==> src/rtl/control_sequencer_pkg.sv <==
// Shared types and constants for the control sequencer: T-state enum,
// instruction opcodes, ctrl strobe bit positions and opcode classification.
package control_sequencer_pkg;

    typedef enum logic [3:0] {
        S_IDLE = 4'd0,
        S_T0   = 4'd1,
        S_T1   = 4'd2,
        S_T2   = 4'd3,
        S_T3   = 4'd4,
        S_T4   = 4'd5,
        S_T5   = 4'd6,
        S_T6   = 4'd7,
        S_HALT = 4'd8
    } state_e;

    typedef enum logic [1:0] {
        CLS_BINARY  = 2'd0,
        CLS_UNARY   = 2'd1,
        CLS_MULDIV  = 2'd2,
        CLS_ILLEGAL = 2'd3
    } op_class_e;

    localparam logic [4:0] OP_ADD  = 5'b00011;
    localparam logic [4:0] OP_SUB  = 5'b00100;
    localparam logic [4:0] OP_AND  = 5'b00101;
    localparam logic [4:0] OP_OR   = 5'b00110;
    localparam logic [4:0] OP_ROR  = 5'b00111;
    localparam logic [4:0] OP_ROL  = 5'b01000;
    localparam logic [4:0] OP_SHR  = 5'b01001;
    localparam logic [4:0] OP_SHRA = 5'b01010;
    localparam logic [4:0] OP_SHL  = 5'b01011;
    localparam logic [4:0] OP_MUL  = 5'b01111;
    localparam logic [4:0] OP_DIV  = 5'b10000;
    localparam logic [4:0] OP_NEG  = 5'b10001;
    localparam logic [4:0] OP_NOT  = 5'b10010;

    localparam int CTRL_W       = 14;
    localparam int CTRL_PC_OUT  = 0;
    localparam int CTRL_PC_IN   = 1;
    localparam int CTRL_PC_INC  = 2;
    localparam int CTRL_MAR_IN  = 3;
    localparam int CTRL_READ    = 4;
    localparam int CTRL_MDR_IN  = 5;
    localparam int CTRL_MDR_OUT = 6;
    localparam int CTRL_IR_IN   = 7;
    localparam int CTRL_Y_IN    = 8;
    localparam int CTRL_Z_IN    = 9;
    localparam int CTRL_ZLO_OUT = 10;
    localparam int CTRL_ZHI_OUT = 11;
    localparam int CTRL_LO_IN   = 12;
    localparam int CTRL_HI_IN   = 13;

    function automatic op_class_e op_class(input logic [4:0] opc);
        case (opc)
            OP_ADD, OP_SUB, OP_AND, OP_OR, OP_ROR,
            OP_ROL, OP_SHR, OP_SHRA, OP_SHL: op_class = CLS_BINARY;
            OP_MUL, OP_DIV:                  op_class = CLS_MULDIV;
            OP_NEG, OP_NOT:                  op_class = CLS_UNARY;
            default:                         op_class = CLS_ILLEGAL;
        endcase
    endfunction

endpackage

==> src/rtl/control_sequencer_reg_decoder.sv <==
// 4-to-16 one-hot register select decoder; all-zero output when not enabled.
module reg_decoder_4to16 (
    input  logic        en,
    input  logic [3:0]  sel,
    output logic [15:0] onehot
);

    // One-hot decode of the register index
    always_comb begin
        onehot = 16'h0000;
        if (en) begin
            onehot[sel] = 1'b1;
        end else begin
            onehot = 16'h0000;
        end
    end

endmodule

==> src/rtl/control_sequencer.sv <==
// Hardwired T-state control sequencer: fetch (T0-T2) then a per-class execute
// sequence; all outputs are Moore decodes of the state register and ir.
module control_sequencer
    import control_sequencer_pkg::*;
(
    input  logic              clk,
    input  logic              clr,
    input  logic              run,
    input  logic              stop,
    input  logic              mem_ready,
    input  logic [31:0]       ir,
    output logic [CTRL_W-1:0] ctrl,
    output logic [15:0]       r_in,
    output logic [15:0]       r_out,
    output logic [4:0]        op_code,
    output logic              halted,
    output logic              illegal
);

    state_e      state_q, state_d;
    logic        t1_hold_q, t1_hold_d;
    logic        illegal_q, illegal_d;
    logic [4:0]  opcode_s;
    logic [3:0]  ra_s, rb_s, rc_s;
    op_class_e   cls_s;
    state_e      last_next_s;
    logic        r_in_en_s, r_out_en_s;
    logic [3:0]  r_in_sel_s, r_out_sel_s;
    logic        unused_ir_s;

    assign opcode_s    = ir[31:27];
    assign ra_s        = ir[26:23];
    assign rb_s        = ir[22:19];
    assign rc_s        = ir[18:15];
    assign unused_ir_s = ^ir[14:0];
    assign cls_s       = op_class(opcode_s);
    assign last_next_s = stop ? S_HALT : (run ? S_T0 : S_IDLE);

    // State, T1-wait and sticky-illegal registers; clr overrides everything
    always_ff @(posedge clk) begin
        if (clr) begin
            state_q   <= S_IDLE;
            t1_hold_q <= 1'b0;
            illegal_q <= 1'b0;
        end else begin
            state_q   <= state_d;
            t1_hold_q <= t1_hold_d;
            illegal_q <= illegal_d;
        end
    end

    // Next-state sequencing; the execute length depends on the opcode class
    always_comb begin
        state_d   = state_q;
        t1_hold_d = 1'b0;
        illegal_d = illegal_q;
        case (state_q)
            S_IDLE: begin
                if (run) begin
                    state_d   = S_T0;
                    illegal_d = 1'b0;
                end else begin
                    state_d = S_IDLE;
                end
            end
            S_T0: state_d = S_T1;
            S_T1: begin
                if (mem_ready) begin
                    state_d = S_T2;
                end else begin
                    state_d   = S_T1;
                    t1_hold_d = 1'b1;
                end
            end
            S_T2: state_d = S_T3;
            S_T3: begin
                if (cls_s == CLS_ILLEGAL) begin
                    state_d   = S_IDLE;
                    illegal_d = 1'b1;
                end else begin
                    state_d = S_T4;
                end
            end
            S_T4: begin
                if (cls_s == CLS_UNARY) begin
                    state_d = last_next_s;
                end else begin
                    state_d = S_T5;
                end
            end
            S_T5: begin
                if (cls_s == CLS_BINARY) begin
                    state_d = last_next_s;
                end else begin
                    state_d = S_T6;
                end
            end
            S_T6:    state_d = last_next_s;
            S_HALT:  state_d = S_HALT;
            default: state_d = S_IDLE;
        endcase
    end

    // Strobe, register-select and ALU-op decode of the current T-state
    always_comb begin
        ctrl        = '0;
        r_in_en_s   = 1'b0;
        r_in_sel_s  = 4'd0;
        r_out_en_s  = 1'b0;
        r_out_sel_s = 4'd0;
        op_code     = 5'd0;
        case (state_q)
            S_T0: begin
                ctrl[CTRL_PC_OUT] = 1'b1;
                ctrl[CTRL_PC_INC] = 1'b1;
                ctrl[CTRL_MAR_IN] = 1'b1;
                ctrl[CTRL_Z_IN]   = 1'b1;
            end
            S_T1: begin
                ctrl[CTRL_READ]   = 1'b1;
                ctrl[CTRL_MDR_IN] = 1'b1;
                // PC reload from Z happens once, not on every wait cycle
                if (!t1_hold_q) begin
                    ctrl[CTRL_ZLO_OUT] = 1'b1;
                    ctrl[CTRL_PC_IN]   = 1'b1;
                end else begin
                    ctrl[CTRL_ZLO_OUT] = 1'b0;
                    ctrl[CTRL_PC_IN]   = 1'b0;
                end
            end
            S_T2: begin
                ctrl[CTRL_MDR_OUT] = 1'b1;
                ctrl[CTRL_IR_IN]   = 1'b1;
            end
            S_T3: begin
                case (cls_s)
                    CLS_BINARY: begin
                        r_out_en_s      = 1'b1;
                        r_out_sel_s     = rb_s;
                        ctrl[CTRL_Y_IN] = 1'b1;
                    end
                    CLS_UNARY: begin
                        r_out_en_s      = 1'b1;
                        r_out_sel_s     = rb_s;
                        ctrl[CTRL_Z_IN] = 1'b1;
                        op_code         = opcode_s;
                    end
                    CLS_MULDIV: begin
                        r_out_en_s      = 1'b1;
                        r_out_sel_s     = ra_s;
                        ctrl[CTRL_Y_IN] = 1'b1;
                    end
                    default: ctrl = '0;
                endcase
            end
            S_T4: begin
                case (cls_s)
                    CLS_BINARY: begin
                        r_out_en_s      = 1'b1;
                        r_out_sel_s     = rc_s;
                        ctrl[CTRL_Z_IN] = 1'b1;
                        op_code         = opcode_s;
                    end
                    CLS_UNARY: begin
                        r_in_en_s          = 1'b1;
                        r_in_sel_s         = ra_s;
                        ctrl[CTRL_ZLO_OUT] = 1'b1;
                    end
                    CLS_MULDIV: begin
                        r_out_en_s      = 1'b1;
                        r_out_sel_s     = rb_s;
                        ctrl[CTRL_Z_IN] = 1'b1;
                        op_code         = opcode_s;
                    end
                    default: ctrl = '0;
                endcase
            end
            S_T5: begin
                case (cls_s)
                    CLS_BINARY: begin
                        r_in_en_s          = 1'b1;
                        r_in_sel_s         = ra_s;
                        ctrl[CTRL_ZLO_OUT] = 1'b1;
                    end
                    CLS_MULDIV: begin
                        ctrl[CTRL_ZLO_OUT] = 1'b1;
                        ctrl[CTRL_LO_IN]   = 1'b1;
                    end
                    default: ctrl = '0;
                endcase
            end
            S_T6: begin
                if (cls_s == CLS_MULDIV) begin
                    ctrl[CTRL_ZHI_OUT] = 1'b1;
                    ctrl[CTRL_HI_IN]   = 1'b1;
                end else begin
                    ctrl = '0;
                end
            end
            default: ctrl = '0;
        endcase
    end

    assign halted  = (state_q == S_HALT);
    assign illegal = illegal_q;

    reg_decoder_4to16 u_rin_dec (
        .en     (r_in_en_s),
        .sel    (r_in_sel_s),
        .onehot (r_in)
    );

    reg_decoder_4to16 u_rout_dec (
        .en     (r_out_en_s),
        .sel    (r_out_sel_s),
        .onehot (r_out)
    );

endmodule

==> config.mk <==
export PLATFORM = sky130hd
export DESIGN_NAME = control_sequencer
export DESIGN_NICKNAME = d
export VERILOG_FILES = /design/src/rtl/control_sequencer_pkg.sv /design/src/rtl/control_sequencer_reg_decoder.sv /design/src/rtl/control_sequencer.sv
export SDC_FILE = /design/constraint.sdc
export NUM_CORES = 1
export LEC_CHECK = 0
export ABC_AREA = 1
export CORE_UTILIZATION = 42
export DETAILED_ROUTE_END_ITERATION = 12
export DONT_BUFFER_PORTS = 1
export GPL_ROUTABILITY_DRIVEN = 0
export HOLD_SLACK_MARGIN = 0.06
export PLACE_DENSITY_LB_ADDON = 0.1
export SLEW_MARGIN = 20
export SYNTH_ARGS = -nofsm -noshare
export SYNTH_HDL_FRONTEND = slang
export SYNTH_SLANG_ARGS = --single-unit
==> constraint.sdc <==
create_clock -name clk -period 2.55 [get_ports clk]
set_input_delay 0.51 -clock clk [delete_from_list [all_inputs] [get_ports clk]]
set_output_delay 0.51 -clock clk [all_outputs]
set_load 0.02 [all_outputs]
======== After elaboration in Yosys (flattened, before gate mapping) ========
Memory sizes are Yosys's and may differ from the RTL's.
Index checks and enable logic that the tools add are counted.
cells by class
  eq/ne operators ......................... 13
  magnitude comparators ................... 4
  bitwise gates (word level) .............. 1
  reductions and logical operators ........ 10
  muxes and demuxes ....................... 43
operators with widths
  cell                                                                   count
  4-bit one-hot mux with 9 select lines                                  1
  16-bit two-way mux                                                     2
  4-bit one-hot mux with 2 select lines                                  4
  4-bit two-way mux                                                      5
  4-bit by 3-bit == test with 1-bit output, second input constant        4
  1-bit two-way mux                                                      16
  4-bit by 5-bit < comparator with 1-bit output, second input constant   2
  5-bit two-way mux                                                      2
  5-bit one-hot mux with 2 select lines                                  1
  1-bit demux with 4-bit select                                          2
  4-bit by 2-bit == test with 1-bit output, second input constant        2
  4-bit by 1-bit >= comparator with 1-bit output, second input constant  2
  2-bit two-way mux                                                      3
  1-bit one-hot mux with 2 select lines                                  3
  1-bit one-hot mux with 3 select lines                                  2
  3-bit one-hot mux with 2 select lines                                  1
  2-bit OR reduction                                                     3
  2-bit == test, second input constant                                   2
  4-bit by 1-bit == test with 1-bit output, second input constant        1
  4-bit == test, second input constant                                   1
  4-bit zero test                                                        1
  2-bit inequality test, second input constant                           2
  3-bit two-way mux                                                      1
  3-bit AND reduction                                                    1
  6 further kinds                                                        7
word-level totals
  output and inout port bits .............. 53
  bits in read-only memories .............. 64
  memories ................................ 1
  bits in registers ....................... 6
memory list
  memory            words  width  read ports  clocked after memory_dff  write ports  RTL line                     text
  (name not given)  32     2      1           0                         0            control_sequencer_pkg.sv:55  case (opc)

======== Longest topological paths before layout ========
Gate-level depths: netlist (run 1).
An unclocked memory read counts as a cell.
  word-level depth ........................ 10
  depth in mapped cells ................... 14

======== Modules after synthesis ========
Synthesis (run 1) repeated with hierarchy kept, for this count alone.
unflattened totals
  cells, all modules ...................... 213
  area, all modules ....................... 1091.0 um^2
by module, submodules not included
  module                          sequential area each (um^2)  area an instance (um^2)  cells an instance  times used
  control_sequencer               120.1                        824.5                    148                1
  reg_decoder_4to16 (u_rin_dec)   0.0                          140.1                    33                 1
  reg_decoder_4to16 (u_rout_dec)  0.0                          126.4                    32                 1

======== Worst setup path after synthesis (run 1) ========
OpenSTA, ideal clock, no wires.
  kind .................................... input to output
  from .................................... input ir[27]
  to ...................................... output ctrl[13]
  buffers on the path ..................... 2
  stages on the path ...................... 9
  data required time ...................... 2040 ps
  path slack .............................. 26 ps
  arrival ................................. 2014 ps
  cell sequence ........................... inv_1 -> ha_1 -> nand2_1 -> nand2_2 -> nand2_4 -> buf_6 -> nand2_1 -> nor3_1 -> buf_4
on the way
  cells in the longest elaborated chain, start to end .. 4
RTL lines
  what                                   RTL line                  text
  start: declaration                     control_sequencer.sv:11   input logic [31:0] ir,
  memory 32 x 2 bit                      --
  2-bit == test                          control_sequencer.sv:193  if (cls_s == CLS_MULDIV) begin
  1-bit two-way mux                      control_sequencer.sv:193
  3-bit one-hot mux with 2 select lines  control_sequencer.sv:112  case (state_q)
  end: declaration                       control_sequencer.sv:12   output logic [CTRL_W-1:0] ctrl,
No other way between the ends.

======== Worst setup path after layout (run 1) ========
  from .................................... input ir[27]
  to ...................................... output r_in[15]
on the way
  cells in the longest elaborated chain, start to end .. 9
RTL lines
  what                                                                                                                                          RTL line                                            text
  memory 32 x 2 bit *                                                                                                                           --
  2-bit by 1-bit == test with 1-bit output / 2-bit zero test (equally long branches)                                                            control_sequencer.sv:157, control_sequencer.sv:179
  4-bit two-way mux (on tied branches)                                                                                                          control_sequencer.sv:157, control_sequencer.sv:179
  4-bit one-hot mux with 2 select lines                                                                                                         control_sequencer.sv:112
  4-bit by 5-bit < comparator with 1-bit output (not written as such) / 4-bit by 1-bit >= comparator with 1-bit output (equally long branches)  control_sequencer_reg_decoder.sv:12                 onehot[sel] = 1'b1;
  1-bit logical AND (not written as such)                                                                                                       control_sequencer_reg_decoder.sv:12
  1-bit two-way mux (not written as such)                                                                                                       control_sequencer_reg_decoder.sv:12
  1-bit demux with 4-bit select                                                                                                                 --
  16-bit two-way mux *                                                                                                                          control_sequencer_reg_decoder.sv:11                 if (en) begin
  end: declaration                                                                                                                              control_sequencer.sv:13                             output logic [15:0] r_in,
Every way passes the cells marked *; elsewhere a longest branch is shown, timed or not.

==> results.py, run 1 <==
metrics = {
    "logic_synthesis": {
        "synth_area_leaders": "nand2_1 (19%), nor2_1 (18%), dfxtp_1 (11%)",
        "synth_async_sr_flop_share_pct": 0,
        "synth_fp_nets": 253,
        "yosys.area.top_type": "nand2_1",
        "synth_seq_area_share_pct": 10.6,
        "netlist.area_leader.share_pct": 19.2,
        "ys.warnings.count": 0,
        "synth-seq-cells": 6,
        "synth_common_cells": "nand2_1 (58), nor2_1 (53), inv_1 (27), nand3_1 (13), nand2_2 (8)",
        "yosys.cell_types.count": 25,
        "synthCells": 214,
        "yosysMostFrequentCell": "nand2_1",
        "synth_area_um2": 1130,
        "synthFlopType": "dfxtp_1",
        "avgSynthCellArea_um2": 5.29,
        "synth_edf_count": 0,
    },
    "timing": {
        "fin_skew_ns": 0.00723,
        "setup_viol": 0,
        "worst_slew_pin_slew_ns": 0.532,
        "fin_hold_ws_ns": 0.327,
        "hold_violations": 0,
        "post-route-period-util_pct": 97.0,
        "fmax_mhz": 404,
        "relSlewSlack_pct": 64.3,
        "rsz0062_at_grt": "yes",
        "min_period_ns": 2.47,
        "finalMaxSlewViolations": 0,
    },
    "setup_path": {
        "cp_num_buf_inv": 3,
        "cp_cell_sequence": "inv_1 -> ha_4 -> nand2_1 -> nand2_2 -> nand2_8 -> nor2_4 -> nand2_2 -> o21ai_4 -> inv_4 -> nor2_4 -> nand2_2 -> nor2_2 -> buf_4",
        "startpoint": "ir[27]",
        "critical_path_class": "primary input to primary output",
        "critPathMostFrequentCell": "nand2_2",
        "r2r_start": "state_q[2]",
        "cp-endpoint": "r_in[15]",
        "critical_path_cell_count": 13,
        "crit_required_ns": 2.04,
        "r2r_slack_ns": 1.11,
        "critical_path.max_fanout": 12,
        "critPathTopFamily": "simple AND/OR/NAND/NOR gates",
        "cpPeakStageDelay_ns": 0.28,
        "crit_slowest_cell": "ha_4",
        "arrival_ns": 1.96,
        "ff2ff_path_depth": 7,
        "start_kind": "primary input",
        "crit_path_end_kind": "primary output",
        "regToRegEndpoint": "state_q[0]",
    },
    "grt": {
        "grt_max_degree": 13,
        "grt_usage_pct": 22.8,
        "grt-ovfl-total": 0,
        "grt_first_pass_wirelength_um": 5040,
        "grt_antenna_before_repair": 0,
        "grt_pass1_vias": 1240,
    },
    "clocking": {
        "cts_buffers": 3,
        "clkSinkCount": 6,
        "htreeDepth": 1,
        "root_buffer": "clkbuf_4",
        "path_clk_slew_ns": 0.05,
        "cts.path.max_buffers": 2,
        "cts_tree": "yes",
        "clock_latency_ns": 0.25,
    },
    "layout": {
        "fin_nets": 300,
        "diodes": 0,
        "seq_area_um2": 121,
        "nFillCells": 239,
        "multi_input_area_um2": 942,
        "synthToLayoutAreaGrowth_pct": 42.8,
        "fin_util_pct": 64.6,
        "drive_above_1_share_pct": 43.2,
    },
    "pwr": {
        "p_leak_nw": 0.808,
        "ir_drop_uv": 293,
        "p_per_area_nw_per_um2": 234,
    },
    "route": {
        "wire_per_inst_um": 11.3,
        "first_pass_iters": 4,
        "drt-total-wl_um": 3280,
        "drtIter0Drc": 33,
        "routed-via-count": 1452,
        "ant_nets": 0,
        "viasPerCell": 5.02,
        "drc": 0,
    },
    "floorplan": {
        "chipHeight_um": 53.9,
        "ios": 90,
        "fp.coreArea_um2": 2500,
        "fp.dieW_um": 53.9,
        "die-area_um2": 2900,
        "initial_core_util_pct": 45.2,
        "std_cell_rows": 18,
    },
    "hold_path": {
        "hold_path_class": "primary input to flip-flop",
    },
    "placed_design": {
        "numPortBuffers": 0,
        "dpl.hpwl_um": 2670,
    },
    "status": {
        "status": "finished, final reports clean",
    },
    "run": {
        "cap_violations": 0,
    },
}
[registers in the layout, indices dropped and copies added (netlist names)]
register,count
state_q,4
t1_hold_q,1
illegal,1
[kinds of logic after synthesis]
| kind of cell | after synthesis | synth area share [%] |
|---|---|---|
| flip-flops | 6 | 10.6 |
| AO/OA/AOI/OAI | 11 | 6.75 |
| buffers and inverters | 38 | 16.0 |
| AND/OR/NAND/NOR | 157 | 64.4 |
| adder cells (fa/ha/maj) | 2 | 2.21 |
[worst register-to-register path, stage by stage (launching register included)]
cell      delay [ns]
dfxtp_1         0.39
nand2_1         0.16
nor3_4          0.30
nand2_2         0.12
buf_4           0.16
nand2_1         0.05
nand3b_1        0.07
a21oi_1         0.13
[metal layers]
layer  vias to the layer above  global-route usage [%]  part of all wire (%)
met1                       649                    29.0                    42
met5                         -                       0                     0
met4                         0                    5.26                     0
met2                        57                    39.9                    49
li1                        746                       -                     -
met3                         0                    3.11                   9.3
[what timing repair did]
item / CTS / global route
pin swaps: 2 / 4
hold endpoints to repair: 0 / 0
endpoints found under the setup margin: 12 / 37
hold buffers: 0 / 0
setup buffers: 2 / 1
resized for setup: 1 / 34
[metrics by stage]
step	cells	cell area [µm²]	total power, W	TNS, ns	setup WS, ns
after floorplan	214	1130	0.000247	0	0.0256
after global placement	283	1460	0.000268	0	0.0379
after detailed placement	283	1460	0.000271	-0.144	-0.0361
after CTS	288	1500	0.000367	0	0.0338
after global routing	289	1620	0.000410	-0.509	-0.0373
final	289	1620	0.000379	0	0.0763
[power breakdown]
group          leakage, nW  internal [W]  switching (W)
combinational        0.745     0.0000625       0.000121
clock               0.0138     0.0000532      0.0000336
sequential          0.0492      0.000100     0.00000842
total                0.808      0.000216       0.000163
[cell type report]
type | count | area share (%)
Timing Repair Buffer | 49 | 22.8
Inverter | 31 | 7.67
Tap cell | 30 | 2.32
Clock buffer | 3 | 1.39
Sequential cell | 6 | 7.51
Multi-Input combinational cell | 170 | 58.3
[worst min path at each step]
stage / start / endpoint / cells after the start
after global routing: clr / state_q[0] / 1
final: clr / state_q[0] / 1
after CTS: clr / state_q[0] / 1
after detailed placement: illegal / illegal / 2
after floorplan: illegal / illegal / 2
after global placement: illegal / illegal / 2
[cells in the final DEF (no fill, tap or decap), types with 2 or more instances in the layout]
cell and n:
nand2_2 21, nor2_2 10, nor2_1 45, dfxtp_1 5, nor2_4 6, a21oi_2 4
a21oi_1 3, inv_1 25, buf_4 49, nand2_1 45, nand3b_1 2, nor3_1 5
inv_2 4, clkbuf_4 3, nand3_2 4, nand3_1 13, o22ai_1 2
No activity file was read; power rests on OpenSTA's default activity.
==> run 2, diff against run 1 <==
SYNTH_HIERARCHICAL = 1   (was not set)
==> run 2 against run 1 <==
- final cell count down 3.5%
- first-iteration DRC count up 9.1%
- die area down 3.4%
- power down 0.34%
- non-clock buffer count down 9
- sequential share of layout area down 0.83 points
- routed wire length up 7.9%
- global-route usage down 0.85 points
- clock skew down 0.0053 ns
- critical path depth down 1
- combinational power about the same
- critical endpoint is now r_out[6]
- largest power group unchanged
==> results.py, run 2 <==
metrics = {
    "status": {
        "status": "finished, final reports clean",
    },
    "route": {
        "drc": 0,
        "drtIter0Drc": 36,
        "first_pass_iters": 5,
        "highest_layer": "met4",
        "ant_nets": 0,
        "wire_per_inst_um": 12.7,
        "met2_length_um": 1940,
        "met3WireLength_um": 231,
        "wl_met1_um": 1310,
        "viasPerCell": 5.37,
        "routed-via-count": 1499,
        "drt-total-wl_um": 3540,
    },
    "layout": {
        "layout_commonest_cell": "nand2_1",
        "drive_above_1_share_pct": 48.6,
        "fin_nets": 290,
        "instances_no_fill": 279,
        "largest_reg_flops": 4,
        "synthToLayoutAreaGrowth_pct": 64.8,
        "largest_register": "state_q",
        "design_area_um2": 1800,
        "final_cell_mix": "nand2_1 (44), buf_4 (35), nor2_1 (33), inv_1 (25), nor2_4 (20)",
        "diodes": 0,
    },
    "hold_path": {
        "hold_path_class": "primary input to flip-flop",
        "hold_start": "clr",
        "min_path_cells": 1,
        "holdPathEnd": "state_q[2]",
    },
    "logic_synthesis": {
        "synthFlopType": "dfxtp_1",
        "synth-seq-cells": 6,
        "synth_seq_area_share_pct": 11.0,
        "avgSynthCellArea_um2": 5.12,
        "ys.warnings.count": 6,
        "netlist.area_leader.share_pct": 18.6,
        "synth_common_cells": "nand2_1 (54), nor2_1 (54), inv_1 (34), nand3_1 (17)",
        "yosys.cell_types.count": 27,
        "synth_async_sr_flop_share_pct": 0,
        "synthCells": 213,
        "yosys.area.top_type": "nand2_1",
        "synth_area_um2": 1090,
        "synth_edf_count": 0,
        "synth_area_leaders": "nand2_1 (19%), nor2_1 (19%), inv_1 (12%)",
        "synth_fp_nets": 252,
    },
    "timing": {
        "post-route-period-util_pct": 98.9,
        "min_period_ns": 2.52,
        "fmax_mhz": 397,
        "fin_ws_ns": 0.0284,
        "setup_viol": 0,
        "worst_slew_pin_slew_ns": 0.531,
        "fin_skew_ns": 0.00195,
        "fin_hold_ws_ns": 0.330,
        "relSlewSlack_pct": 65.3,
        "rsz0062_at_grt": "yes",
        "finalMaxSlewViolations": 0,
        "hold_violations": 0,
    },
    "clocking": {
        "htreeDepth": 1,
        "hold_buffers": 0,
        "clkSinkCount": 6,
        "path_clk_slew_ns": 0.05,
        "cts.path.max_buffers": 2,
        "cts_tree": "yes",
        "cts_buffers": 3,
        "clock_latency_ns": 0.24,
        "root_buffer": "clkbuf_4",
    },
    "pwr": {
        "seqPwrFrac_pct": 28.4,
        "ir_drop_uv": 308,
        "power.share.clock_pct": 23.2,
        "p_leak_nw": 0.743,
        "p_int_w": 0.000219,
        "total_power_w": 0.000377,
        "power_switching_w": 0.000159,
        "p_per_area_nw_per_um2": 210,
        "p_sw_share_pct": 42.0,
        "comb_power_share_pct": 48.4,
    },
    "floorplan": {
        "std_cell_rows": 18,
        "chipHeight_um": 53.0,
        "die-area_um2": 2810,
        "ios": 90,
        "initial_core_util_pct": 44.4,
        "fp.coreArea_um2": 2450,
        "fp.dieW_um": 53.0,
    },
    "setup_path": {
        "critical_path_class": "primary input to primary output",
        "regToRegEndpoint": "state_q[0]",
        "arrival_ns": 2.01,
        "r2r_slack_ns": 1.01,
        "r2r_start": "state_q[1]",
        "ff2ff_path_depth": 8,
        "start_kind": "primary input",
        "crit_required_ns": 2.04,
        "critical_path.max_fanout": 6,
        "crit_path_end_kind": "primary output",
    },
    "grt": {
        "grt_usage_pct": 21.9,
        "grt_max_degree": 10,
        "grt-ovfl-total": 0,
        "grt_antenna_before_repair": 0,
        "grt_pass1_vias": 1168,
        "grt_first_pass_wirelength_um": 4730,
    },
    "placed_design": {
        "numPortBuffers": 0,
        "dpl.cell_count": 271,
        "dpl_worst_slack_ns": -0.0647,
        "dpl.hpwl_um": 2760,
        "postPlaceCellArea_um2": 1600,
    },
    "run": {
        "cap_violations": 0,
    },
}
## run 2: cell types whose count changed in the layout (fill, tap and decap cells not counted), moves of 5 or more
cell,before,now
buf_4,49,35
inv_2,4,9
nor2_4,6,20
nand3_2,4,10
nand3_1,13,6
nor2_2,10,3
nor2_1,45,33
nand2_2,21,9
## run 2: power by group through the flow
stage	combinational, W	clock [W]	sequential (W)
final	0.000183	0.0000875	0.000107
after global routing	0.000199	0.0000939	0.000107
after CTS	0.000160	0.0000890	0.000106
after detailed placement	0.000157	0	0.000108
after global placement	0.000154	0	0.000108
after floorplan	0.000137	0	0.000103
## run 2: kinds of logic (layout without fill, tap and decap cells)
logic type / after synthesis / after routing / synth area share (%)
AOI/OAI and AO/OA: 20 / 20 / 11.5
DFF: 6 / 6 / 11.0
buffers and inverters: 44 / 80 / 17.7
and+or+nand+nor: 141 / 141 / 57.6
adders and majority gates: 2 / 2 / 2.29
## run 2: area by class of cell
| class | count | area, µm² |
|---|---|---|
| tap | 30 | 37.5 |
| inverter | 37 | 159 |
| clock buffer | 3 | 22.5 |
| fill | 208 | 657 |
| multi-input combinational | 163 | 1130 |
| timing repair buffer | 40 | 328 |
| sequential | 6 | 120 |
## run 2: worst max path at each step
stage / from / endpoint / slack (ns) / cells past startpoint
finish: ir[27] / r_out[6] / 0.03 / 12
global placement: ir[29] / r_out[0] / -0.02 / 9
CTS: ir[27] / r_out[6] / 0.002 / 12
floorplan: ir[27] / r_in[10] / -0.04 / 10
detailed placement: ir[27] / r_out[6] / -0.06 / 12
global route: ir[27] / r_out[11] / -0.07 / 14
## run 2: metrics by stage
| step | util, % | TNS (ns) |
|---|---|---|
| 3_5_place_dp | 65.2 | -0.570 |
| 6_report | 73.2 | 0 |
| 2_1_floorplan | - | -0.205 |
| 4_1_cts | 66.6 | 0 |
| 3_3_place_gp | 65.2 | -0.0493 |
| 5_1_grt | 73.2 | -0.858 |
## run 2: repair_timing
action                     4_1_cts  5_1_grt
gates resized for setup          5       36
pin swaps                        0       18
setup endpoints to repair       16       32
buffers inserted                 0        5
## run 2: per-layer routing
layer  vias up  GRT usage (%)
li1        733              -
met1       697           27.0
met2        61           39.2
met3         8           4.31
met4         0           3.95
met5         -              0
## run 2: worst max-delay path, stage by stage
cell and delay [ns]:
ha_1 0.19, inv_1 0.07, nand2_2 0.07, nand2_2 0.09
nand2_4 0.09, buf_6 0.15, a22oi_2 0.17, o21ai_2 0.13
inv_2 0.12, nand3_2 0.11, nor2_1 0.15, buf_4 0.16
==> run 3, diff against run 2 <==
GPL_ROUTABILITY_DRIVEN = not set   (was 0)
==> results of run 3 <==
No change in the layout: final DEF, timing and power equal those of run 2.
